`src/rtl/fifo_pack_pkg.sv`:
```
// fifo_pack_pkg
//  Shared types and helpers for the FIFO word packer.
//  - acc_state_t : occupancy of the packing accumulator.
//  - cnt_width() : bits needed to hold a lane count 0..P inclusive.

package fifo_pack_pkg;

   typedef enum logic [1:0] {
      EMPTY   = 2'd0,
      PARTIAL = 2'd1,
      FULL    = 2'd2
   } acc_state_t;

   // A count must reach P itself (a full beat), hence P+1 codes.
   function automatic int cnt_width(input int p);
      return $clog2(p + 1);
   endfunction

endpackage

```
`src/rtl/pack_idle_timer.sv`:
```
// pack_idle_timer
//  Saturating idle counter used to force out a partial beat that has been
//  sitting in the accumulator too long.
// Ports
//  clk_i      in  clock, rising edge
//  rst_i      in  asynchronous active-high reset
//  clr_i      in  synchronous clear (wins over en_i)
//  en_i       in  count one idle cycle
//  expired_o  out counter has reached TIMEOUT_CYCLES (0 forever when disabled)

module pack_idle_timer #(
   parameter int TIMEOUT_CYCLES = 16
) (
   input  logic clk_i,
   input  logic rst_i,
   input  logic clr_i,
   input  logic en_i,
   output logic expired_o
);

   localparam int TW = (TIMEOUT_CYCLES > 0) ? $clog2(TIMEOUT_CYCLES + 1) : 1;
   localparam logic [TW-1:0] LIMIT = TW'(TIMEOUT_CYCLES);

   if (TIMEOUT_CYCLES > 0) begin : g_timer
      logic [TW-1:0] timer_q;
      logic [TW-1:0] timer_d;

      always_comb begin
         timer_d = timer_q;
         if (clr_i) begin
            timer_d = '0;
         end else if (en_i && (timer_q != LIMIT)) begin
            timer_d = timer_q + 1'b1;
         end
      end

      always_ff @(posedge clk_i or posedge rst_i) begin
         if (rst_i) begin
            timer_q <= '0;
         end else begin
            timer_q <= timer_d;
         end
      end

      assign expired_o = (timer_q == LIMIT);
   end else begin : g_no_timer
      assign expired_o = 1'b0;
   end

endmodule

```
`src/rtl/fifo_word_packer.sv`:
```
// fifo_word_packer
//  Pops narrow words from an FWFT FIFO and packs PACK_RATIO of them into one
//  wide beat presented on a valid/ready stream. A partial beat is emitted on
//  flush_i or after TIMEOUT_CYCLES idle cycles (0 disables the timeout).
// Ports
//  clk_i           in  clock, rising edge
//  rst_i           in  asynchronous active-high reset
//  fifo_empty_i    in  FIFO empty flag
//  fifo_rd_data_i  in  FIFO head word, valid while !fifo_empty_i
//  fifo_read_o     out pop request (combinational)
//  flush_i         in  emit the current partial beat
//  pkt_data_o      out packed beat, lane 0 (LSBs) = oldest word, unused lanes 0
//  pkt_words_o     out number of valid lanes (1..PACK_RATIO)
//  pkt_valid_o     out beat valid
//  pkt_ready_i     in  consumer accepts the beat

module fifo_word_packer
   import fifo_pack_pkg::*;
#(
   parameter int DATA_WIDTH     = 8,
   parameter int PACK_RATIO     = 4,
   parameter int TIMEOUT_CYCLES = 16
) (
   input  logic                             clk_i,
   input  logic                             rst_i,
   input  logic                             fifo_empty_i,
   input  logic [DATA_WIDTH-1:0]            fifo_rd_data_i,
   output logic                             fifo_read_o,
   input  logic                             flush_i,
   output logic [DATA_WIDTH*PACK_RATIO-1:0] pkt_data_o,
   output logic [cnt_width(PACK_RATIO)-1:0] pkt_words_o,
   output logic                             pkt_valid_o,
   input  logic                             pkt_ready_i
);

   localparam int CW = cnt_width(PACK_RATIO);
   localparam int BW = DATA_WIDTH * PACK_RATIO;
   localparam logic [CW-1:0] CNT_FULL = CW'(PACK_RATIO);

   acc_state_t    acc_state_q, acc_state_d;
   logic [BW-1:0] acc_data_q,  acc_data_d;
   logic [CW-1:0] acc_cnt_q,   acc_cnt_d;
   logic          pend_q,      pend_d;
   logic [BW-1:0] pkt_data_q,  pkt_data_d;
   logic [CW-1:0] pkt_words_q, pkt_words_d;
   logic          pkt_valid_q, pkt_valid_d;

   logic          pop;
   logic [BW-1:0] merged_data;
   logic [CW-1:0] merged_cnt;
   logic          have_data;
   logic          out_free;
   logic          flush_trig;
   logic          xfer;
   logic          timer_expired;

   // No pops while the accumulator is full, and none at all during reset.
   assign pop = !rst_i && !fifo_empty_i && (acc_state_q != FULL);
   assign fifo_read_o = pop;

   // Accumulator contents as they would be after this edge's pop: the word
   // popped this cycle goes into lane acc_cnt, so a transfer in the same edge
   // carries it along.
   for (genvar gi = 0; gi < PACK_RATIO; gi++) begin : g_lane
      assign merged_data[gi*DATA_WIDTH +: DATA_WIDTH] =
         (pop && (acc_cnt_q == CW'(gi))) ? fifo_rd_data_i
                                         : acc_data_q[gi*DATA_WIDTH +: DATA_WIDTH];
   end

   assign merged_cnt = acc_cnt_q + {{(CW-1){1'b0}}, pop};
   assign have_data  = (merged_cnt != '0);
   assign out_free   = !pkt_valid_q || pkt_ready_i;

   // A flush with nothing to send (no stored word, no pop) is dropped so that
   // zero-length beats never appear.
   assign flush_trig = (flush_i || timer_expired) && have_data;

   assign xfer = out_free &&
                 ((merged_cnt == CNT_FULL) || ((pend_q || flush_trig) && have_data));

   always_comb begin
      acc_data_d  = acc_data_q;
      acc_cnt_d   = acc_cnt_q;
      pend_d      = pend_q;
      pkt_data_d  = pkt_data_q;
      pkt_words_d = pkt_words_q;
      pkt_valid_d = pkt_valid_q;

      if (xfer) begin
         // Lanes above merged_cnt are zero because the accumulator is cleared
         // after every transfer, so the beat needs no extra masking.
         pkt_data_d  = merged_data;
         pkt_words_d = merged_cnt;
         pkt_valid_d = 1'b1;
         acc_data_d  = '0;
         acc_cnt_d   = '0;
         pend_d      = 1'b0;
      end else begin
         acc_data_d = merged_data;
         acc_cnt_d  = merged_cnt;
         pend_d     = pend_q || flush_trig;
         if (out_free) begin
            pkt_valid_d = 1'b0;
         end
      end

      if (acc_cnt_d == '0) begin
         acc_state_d = EMPTY;
      end else if (acc_cnt_d == CNT_FULL) begin
         acc_state_d = FULL;
      end else begin
         acc_state_d = PARTIAL;
      end
   end

   always_ff @(posedge clk_i or posedge rst_i) begin
      if (rst_i) begin
         acc_state_q <= EMPTY;
         acc_data_q  <= '0;
         acc_cnt_q   <= '0;
         pend_q      <= 1'b0;
         pkt_data_q  <= '0;
         pkt_words_q <= '0;
         pkt_valid_q <= 1'b0;
      end else begin
         acc_state_q <= acc_state_d;
         acc_data_q  <= acc_data_d;
         acc_cnt_q   <= acc_cnt_d;
         pend_q      <= pend_d;
         pkt_data_q  <= pkt_data_d;
         pkt_words_q <= pkt_words_d;
         pkt_valid_q <= pkt_valid_d;
      end
   end

   // Idle time only accrues while a partial beat waits with no new word.
   pack_idle_timer #(
      .TIMEOUT_CYCLES (TIMEOUT_CYCLES)
   ) u_idle_timer (
      .clk_i     (clk_i),
      .rst_i     (rst_i),
      .clr_i     (pop || xfer),
      .en_i      ((acc_state_q == PARTIAL) && !pop),
      .expired_o (timer_expired)
   );

   assign pkt_data_o  = pkt_data_q;
   assign pkt_words_o = pkt_words_q;
   assign pkt_valid_o = pkt_valid_q;

endmodule

```
`config.mk`:
```
export PLATFORM = sky130hd
export DESIGN_NAME = fifo_word_packer
export DESIGN_NICKNAME = d
export VERILOG_FILES = /design/src/rtl/fifo_pack_pkg.sv /design/src/rtl/pack_idle_timer.sv /design/src/rtl/fifo_word_packer.sv
export SDC_FILE = /design/constraint.sdc
export NUM_CORES = 1
export LEC_CHECK = 0
export ABC_AREA = 1
export CORE_MARGIN = 10
export CORE_UTILIZATION = 35
export CTS_CLUSTER_SIZE = 14
export DETAILED_ROUTE_END_ITERATION = 12
export SETUP_SLACK_MARGIN = 0.5
export SYNTH_ARGS = -nofsm -noshare
export SYNTH_HDL_FRONTEND = slang
export SYNTH_HIERARCHICAL = 1
export SYNTH_SLANG_ARGS = --single-unit
```
`constraint.sdc`:
```
create_clock -name clk_i -period 2.9 [get_ports clk_i]
set_input_delay 0.58 -clock clk_i [delete_from_list [all_inputs] [get_ports clk_i]]
set_output_delay 0.58 -clock clk_i [all_outputs]
set_load 0.02 [all_outputs]
```
After elaboration in Yosys (flattened, before gate mapping)
Cells that the tools add are included.
- memory bits (read-only): 0
- memories kept: 0
- bits in writable memories: 0
- word-level logic and storage cells: 57
- flip-flop bits (word level): 79
- bits in latches: 0
- divide/modulo/power cells: 0
- shift operators: 0
- eq/ne operators: 9
- $add $sub $neg: 2
- mux-type cells: 13
- order comparisons: 0
- bitwise operators: 0
- multiply operators: 0
- reduce and logical (&&, ||, !) cells: 25
- operator list (cell ; number):
    two-way mux 32 bit ; 1
    two-way mux 8 bit ; 4
    logical AND 1 bit ; 11
    two-way mux 5 bit ; 2
    == test 3 x 2 -> 1 bit, second input constant ; 2
    == test 3 bit, second input constant ; 2
    logical NOT 3 bit ; 2
    adder 5 x 1 -> 5 bit, second input constant ; 1
    == test 5 bit, second input constant ; 1
    logical OR 1 bit ; 5
    != test 5 bit, second input constant ; 1
    logical NOT 1 bit ; 4
    two-way mux 2 bit ; 2
    nonzero test 2 bit ; 2
    adder 3 x 1 -> 3 bit ; 1
    == test 3 x 1 -> 1 bit, second input constant ; 1
    two-way mux 1 bit ; 3
    two-way mux 3 bit ; 1
    nonzero test 3 bit ; 1
    == test 2 x 1 -> 1 bit, second input constant ; 1
    != test 2 bit, second input constant ; 1

Logic depth before layout (Yosys ltp)
- depth in word-level cells: 14
- depth in mapped cells: 18
- mapped depth without buffers: 15

Hierarchy
Netlist, hierarchy kept.
- modules (own cells, without submodules) (module ; seq. area each (sq um) ; area an instance (sq um) ; cells an instance ; times used):
    fifo_word_packer ; 1851.8 ; 3249.4 ; 385 ; 1
    pack_idle_timer ; 125.1 ; 340.3 ; 41 ; 1

Worst setup path before layout
Ideal clock, no wire load.
- path type: input -> register
- start: input port fifo_empty_i
- end: register u_idle_timer.g_timer.timer_q[3]
- setup slack: 237 ps
- cell stages on the path: 16
- library setup time: 116 ps
- arrival: 2547 ps
- path buffers: 3
- cell sequence: nor2_1 nand2_2 inv_2 buf_4 ha_1 ha_1 nor2_1 nand3_4 nand3_2 buf_6 buf_6 nand2_1 inv_1 nand2_4 nand2_2 nand2_2
- word-level cells in the longest chain between the ends: 12
- elaborated cells between the ends (all ways): 17
- classes of those cells: 1 x add/sub; 1 x eq/ne; 1 x mux; 14 x reduce/logical
- ends and longest elaborated chain (item ; RTL line ; source):
    from (decl) ; fifo_word_packer.sv:26 ; input logic fifo_empty_i,
    logical NOT 1 bit * ; fifo_word_packer.sv:58 ; assign pop = !rst_i && !fifo_empty_i && (acc_state_q != FULL);
    logical AND 1 bit * (2 in series) ; fifo_word_packer.sv:58 ;
    named net fifo_read_o ; fifo_word_packer.sv:28 ; output logic fifo_read_o,
    adder 3 x 1 -> 3 bit * ; fifo_word_packer.sv:70 ; assign merged_cnt = acc_cnt_q + {{(CW-1){1'b0}}, pop};
    named net merged_cnt[1] ; fifo_word_packer.sv:50 ; logic [CW-1:0] merged_cnt;
    nonzero test 3 bit ; fifo_word_packer.sv:71 ; assign have_data = (merged_cnt != '0);
    logical AND 1 bit ; fifo_word_packer.sv:76 ; assign flush_trig = (flush_i || timer_expired) && have_data;
    logical OR 1 bit ; fifo_word_packer.sv:79 ; ((merged_cnt == CNT_FULL) || ((pend_q || flush_trig) && have_data));
    logical AND 1 bit ; fifo_word_packer.sv:79 ;
    logical OR 1 bit * ; fifo_word_packer.sv:79 ;
    logical AND 1 bit * ; fifo_word_packer.sv:78 ; assign xfer = out_free &&
    logical OR 1 bit * ; fifo_word_packer.sv:142 ; .clr_i (pop || xfer),
    two-way mux 5 bit or nonzero test 2 bit (tied branches) ; - ;
    to (signal assigned) ; pack_idle_timer.sv:41 ; timer_q <= timer_d;
    to (decl) ; pack_idle_timer.sv:25 ; logic [TW-1:0] timer_q;
Mark *: on every way through the listed nets, which the timed path passes. The rest lies on a longest branch.
A chain may end at the register's enable or synchronous reset.

Worst setup path in the final report
- start: input port rst_i
- end: output port fifo_read_o
- word-level cells in the longest chain between the ends: 3
- ends and longest elaborated chain (item ; RTL line ; source):
    from (decl) ; fifo_word_packer.sv:25 ; input logic rst_i,
    logical NOT 1 bit (no line) ; - ;
    logical AND 1 bit (2 in series) ; fifo_word_packer.sv:58 ;
    to (decl) ; fifo_word_packer.sv:28 ;
No other way between the ends.

==> run summary <==
The flow ran to the end, and the final reports show no timing, DRC or antenna violations. The logs give 8330 µm for the final wirelength and 0.416 GHz for the maximum frequency from static timing analysis. The average instance in the mapped netlist occupies 8.43 µm².

For this configuration, the core starts out at a cell density of 36.4%. In the synthesized netlist, mux cells make up 0% of the area. Across all register-to-register paths, the minimum setup slack is 0.82 ns. The worst hold margin was 0.479 ns.

Required time of the worst setup path: 2.32 ns. Of the total synthesized cell area, the portion taken by full adders, half adders and majority gates is 1.39%. sky130_fd_sc_hd__dfrtp_1 takes more of the synthesized area than any other cell.

The worst register-to-register path ends at acc_data_q[9]. From left edge to right edge, the die measures 121 µm. The tools report the number of hold violations in the final report as 0. The tightest min-delay check is of the reg2reg type.

TritonCTS created 9 clock buffers. After routing, the total negative slack on setup checks comes to 0 ns. Summed over all nets, wire length on met3 after detailed routing comes to 393 µm. On the worst path, the slowest cell contributes a delay of 0.43 ns. The met2 wire length was 3890 µm; the post-layout instance count excluding filler cells was 620. Sorting the synthesized cells by area gives the leading types as sky130_fd_sc_hd__dfrtp_1 55%, sky130_fd_sc_hd__nand2_1 22%, sky130_fd_sc_hd__and2_1 4.2%, sky130_fd_sc_hd__inv_1 3.9%, sky130_fd_sc_hd__nand3_1 2.0%. The first TritonRoute pass finished after 4 iterations. The number of warnings issued by yosys is 6. For the pin with the worst max-slew slack, the measured transition is 0.627 ns. The number of H-tree levels is 3. The slowest library cell on the worst path was sky130_fd_sc_hd__clkdlybuf4s50_1.

The logs give 0 for the initial antenna violation count and 2 for the maximum count of clock buffers along a single path. By startpoint and endpoint, the worst setup path is classified as in2out. Dividing total power by cell area gives a power density of 945 mW/mm². The run gives 46.5% as the final core area utilization.

The complex-gate fraction of the synthesized area is 2.30%, and the post-synthesis xor/xnor area fraction is 0.244%. The first global-routing pass estimated 14100 µm of wire. Including well taps, the total number of placed cells is 603. In this run the core area contains 36 standard-cell rows. After filler insertion, the fill cell instance count of the layout stands at 955. In this run the worst path has a maximum fanout of 12. After floorplanning, the core was sized to cover 0.00986 mm². 50 I/O pins were placed.

Input and output buffers added on the ports amount to 49. The worst hold path terminates at pkt_data_o[1]. The tool flagged a number of max-cap violations equal to 0. The tools report the clock insertion delay at the later pin of the skew report as 0.35 ns.

The cell family contributing the most delay on the critical path is buffers and inverters. After global routing the overflow that remains totals 0. For the via count of the first global-routing pass, the log shows 2763. Summed over all cells, the static leakage comes to 2.47 nW. The pin count of the biggest net entering global routing came out at 75. Detailed routing inserted a total of 2766 vias.

The number of antenna diodes in the final layout is 0. Synthesis produced a netlist with a net count of 443. For the net count of the finished layout, the log shows 500. The detail route stage leaves a number of antenna-violating nets equal to 0. The fraction of synthesized cell area taken by the top area cell type is 55.1%. Setup repair after global routing could not meet its margin everywhere. STA classifies the critical path startpoint as an input port. Of the total synthesized cell area, the portion taken by AND, OR, NAND and NOR gates is 34.0%. The logs give 0.473 mV for the largest voltage drop on the vdd net and 1.82 ns for the signal arrival time at the worst endpoint. The cell count after synthesis is 426, and the share of post-route cells with drive strength above 1 is 11.5%. For the TritonCTS sink count, the log shows 79. The first routing iteration left 217 violations. In this run the cell area of the synthesized design comes to 0.00359 mm².

The run gives 0.00965 ns as the worst setup skew after layout. The vertical die dimension was 121 µm; the final critical-path share of the clock period was 82.8%. Setup violations remaining at the end of the flow were counted as 0. Clock tree root buffer cell: sky130_fd_sc_hd__clkbuf_8. The highest layer touched by signal routing is met4. Global routing used 11.9% of the available tracks across all layers. The final critical path time including I/O delays and setup works out to 2.40 ns. Summed over all nets, the half-perimeter wirelength after detailed placement is 5360 µm. The die covers 0.0147 mm². The worst hold path stage count came out at 2. Number of distinct library cells after synthesis: 24.

The tools report the origin of the critical flop-to-flop path as acc_state_q[0]. The worst path buffer plus inverter count was 4. TritonCTS built the clock tree.

Sequential elements use 55.1% of the synthesized area. Clock-pin slew was measured on the worst setup and hold paths at 0.07 ns. The tools report the kind of end point of the critical path as an output port. Vias per cell: 4.46. The dominant combinational cell family by area after synthesis is simple AND/OR/NAND/NOR gates. For the number of pins exceeding their max-slew limit in the final report, the log shows 0. For the routability-driven placement congestion ratio, the log shows 0.760.

Measured in cells, the most critical reg-to-reg path has a length of 13. For the DRC violation count after routing, the log shows 0. In this run the tightest slew margin relative to its limit is 58.0%.

The worst hold path begins at pkt_data_o[1]. After synthesis the netlist holds a flip-flop and latch count of 79. The average routed wire per standard cell was 13.4 µm; the routed length on met1 was 3940 µm. The signal on the critical path passes through clkdlybuf4s50_1 > nor2_2 > nand2_2 > inv_2 > buf_4 > clkdlybuf4s15_1.

Compared with the post-synthesis result, the final layout area differs by 27.7%.
==> metal layers <==
metal | track usage [%] | vias to the layer above
li1 | - | 1409
met1 | 15.3 | 1310
met2 | 18.6 | 40
met3 | 3.16 | 7
met4 | 4.92 | 0
met5 | 0 | -
==> area by class of cell <==
cell class / count / area, µm² / share of cell area (%)
Inverter: 40 / 156 / 3.41
Timing Repair Buffer: 58 / 603 / 13.2
Tap cell: 133 / 166 / 3.63
Multi-Input combinational cell: 295 / 1420 / 30.9
Clock buffer: 10 / 138 / 3.00
Clock inverter: 5 / 129 / 2.81
Sequential cell: 79 / 1980 / 43.1
==> stage by stage <==
| stage | worst slack, ns | total power [mW] | instance area [µm²] |
|---|---|---|---|
| after floorplan | 0.504 | 2.67 | 3630 |
| after global placement | 0.0671 | 3.16 | 4270 |
| after detailed placement | 0.0516 | 3.18 | 4270 |
| after CTS | 0.447 | 4.31 | 4550 |
| after global routing | 0.396 | 4.65 | 4590 |
| final | 0.498 | 4.33 | 4590 |
==> worst max path at each step <==
stage	depth (start not counted)	to	startpoint	slack, ns
floorplan	17	u_idle_timer/g_timer.timer_q[3]	fifo_empty_i	0.50
global placement	13	pkt_data_o[7]	rst_i	0.07
detailed placement	13	pkt_data_o[22]	rst_i	0.05
CTS	6	fifo_read_o	rst_i	0.45
global route	14	pkt_data_o[1]	rst_i	0.40
finish	6	fifo_read_o	rst_i	0.50
==> flip-flops by register name, indices dropped and copies added, names as in the netlist <==
register,count
acc_data_q,32
pkt_data_o,32
u_idle_timer/g_timer.timer_q,5
acc_cnt_q,3
pkt_words_o,3
acc_state_q,2
pend_q,1
pkt_valid_o,1
==> cell families (layout without fill, tap and decap cells) <==
group | Yosys count | after routing
AOI/OAI and AO/OA | 15 | 15
xor gates and xnor gates | 1 | 1
adders and majority gates | 4 | 4
buffers and inverters | 53 | 113
DFF | 79 | 79
and+or+nand+nor | 274 | 275
==> report_power, final <==
group          internal, mW  switching (mW)  total [mW]  leakage [nW]
Combinational         0.676            1.04        1.71          1.26
Sequential             1.39           0.140        1.53          1.08
Clock                 0.681           0.407        1.09         0.133
Total                  2.75            1.58        4.33          2.47
==> cells in the mapped netlist <==
master,instances
sky130_fd_sc_hd__nand2_1,206
sky130_fd_sc_hd__dfrtp_1,79
sky130_fd_sc_hd__inv_1,37
sky130_fd_sc_hd__and2_1,24
sky130_fd_sc_hd__nand3_1,14
sky130_fd_sc_hd__o21ai_0,13
sky130_fd_sc_hd__nand2_2,6
sky130_fd_sc_hd__nand4_1,6
sky130_fd_sc_hd__nor2_1,5
sky130_fd_sc_hd__buf_2,4
sky130_fd_sc_hd__buf_4,4
sky130_fd_sc_hd__buf_6,4
sky130_fd_sc_hd__ha_1,4
sky130_fd_sc_hd__inv_2,3
sky130_fd_sc_hd__nand2_4,3
sky130_fd_sc_hd__nor2_2,3
sky130_fd_sc_hd__nand3_2,2
sky130_fd_sc_hd__nor2_4,2
sky130_fd_sc_hd__o21ai_2,2
sky130_fd_sc_hd__clkbuf_2,1
sky130_fd_sc_hd__nand3_4,1
sky130_fd_sc_hd__nor3_1,1
sky130_fd_sc_hd__nor3_4,1
sky130_fd_sc_hd__xor2_1,1
==> tightest hold or removal path, delay by kind of cell, from the launching register on <==
family | cells | cell delay (ns)
flip-flops | 1 | 0.34
AND/OR/NAND/NOR | 2 | 0.11
==> repair_timing <==
item / 4_1_cts / 5_1_grt
pin swaps: 0 / 2
gates cloned: 1 / 0
setup endpoints to repair: 33 / 36
hold buffers: 0 / 0
resized for setup: 2 / 5
setup buffers: 0 / 1
==> cell usage in the layout, fill, tap and decap left out, drive strengths merged <==
cell / n
and2: 24
buf: 9
bufinv: 4
clkbuf: 10
clkdlybuf4s15: 1
clkdlybuf4s50: 48
clkinvlp: 1
dfrtp: 79
ha: 4
inv: 40
nand2: 215
nand3: 17
nand4: 6
nor2: 11
nor3: 2
o21ai: 15
xor2: 1
Note: power is estimated with default switching activity, not from simulation.
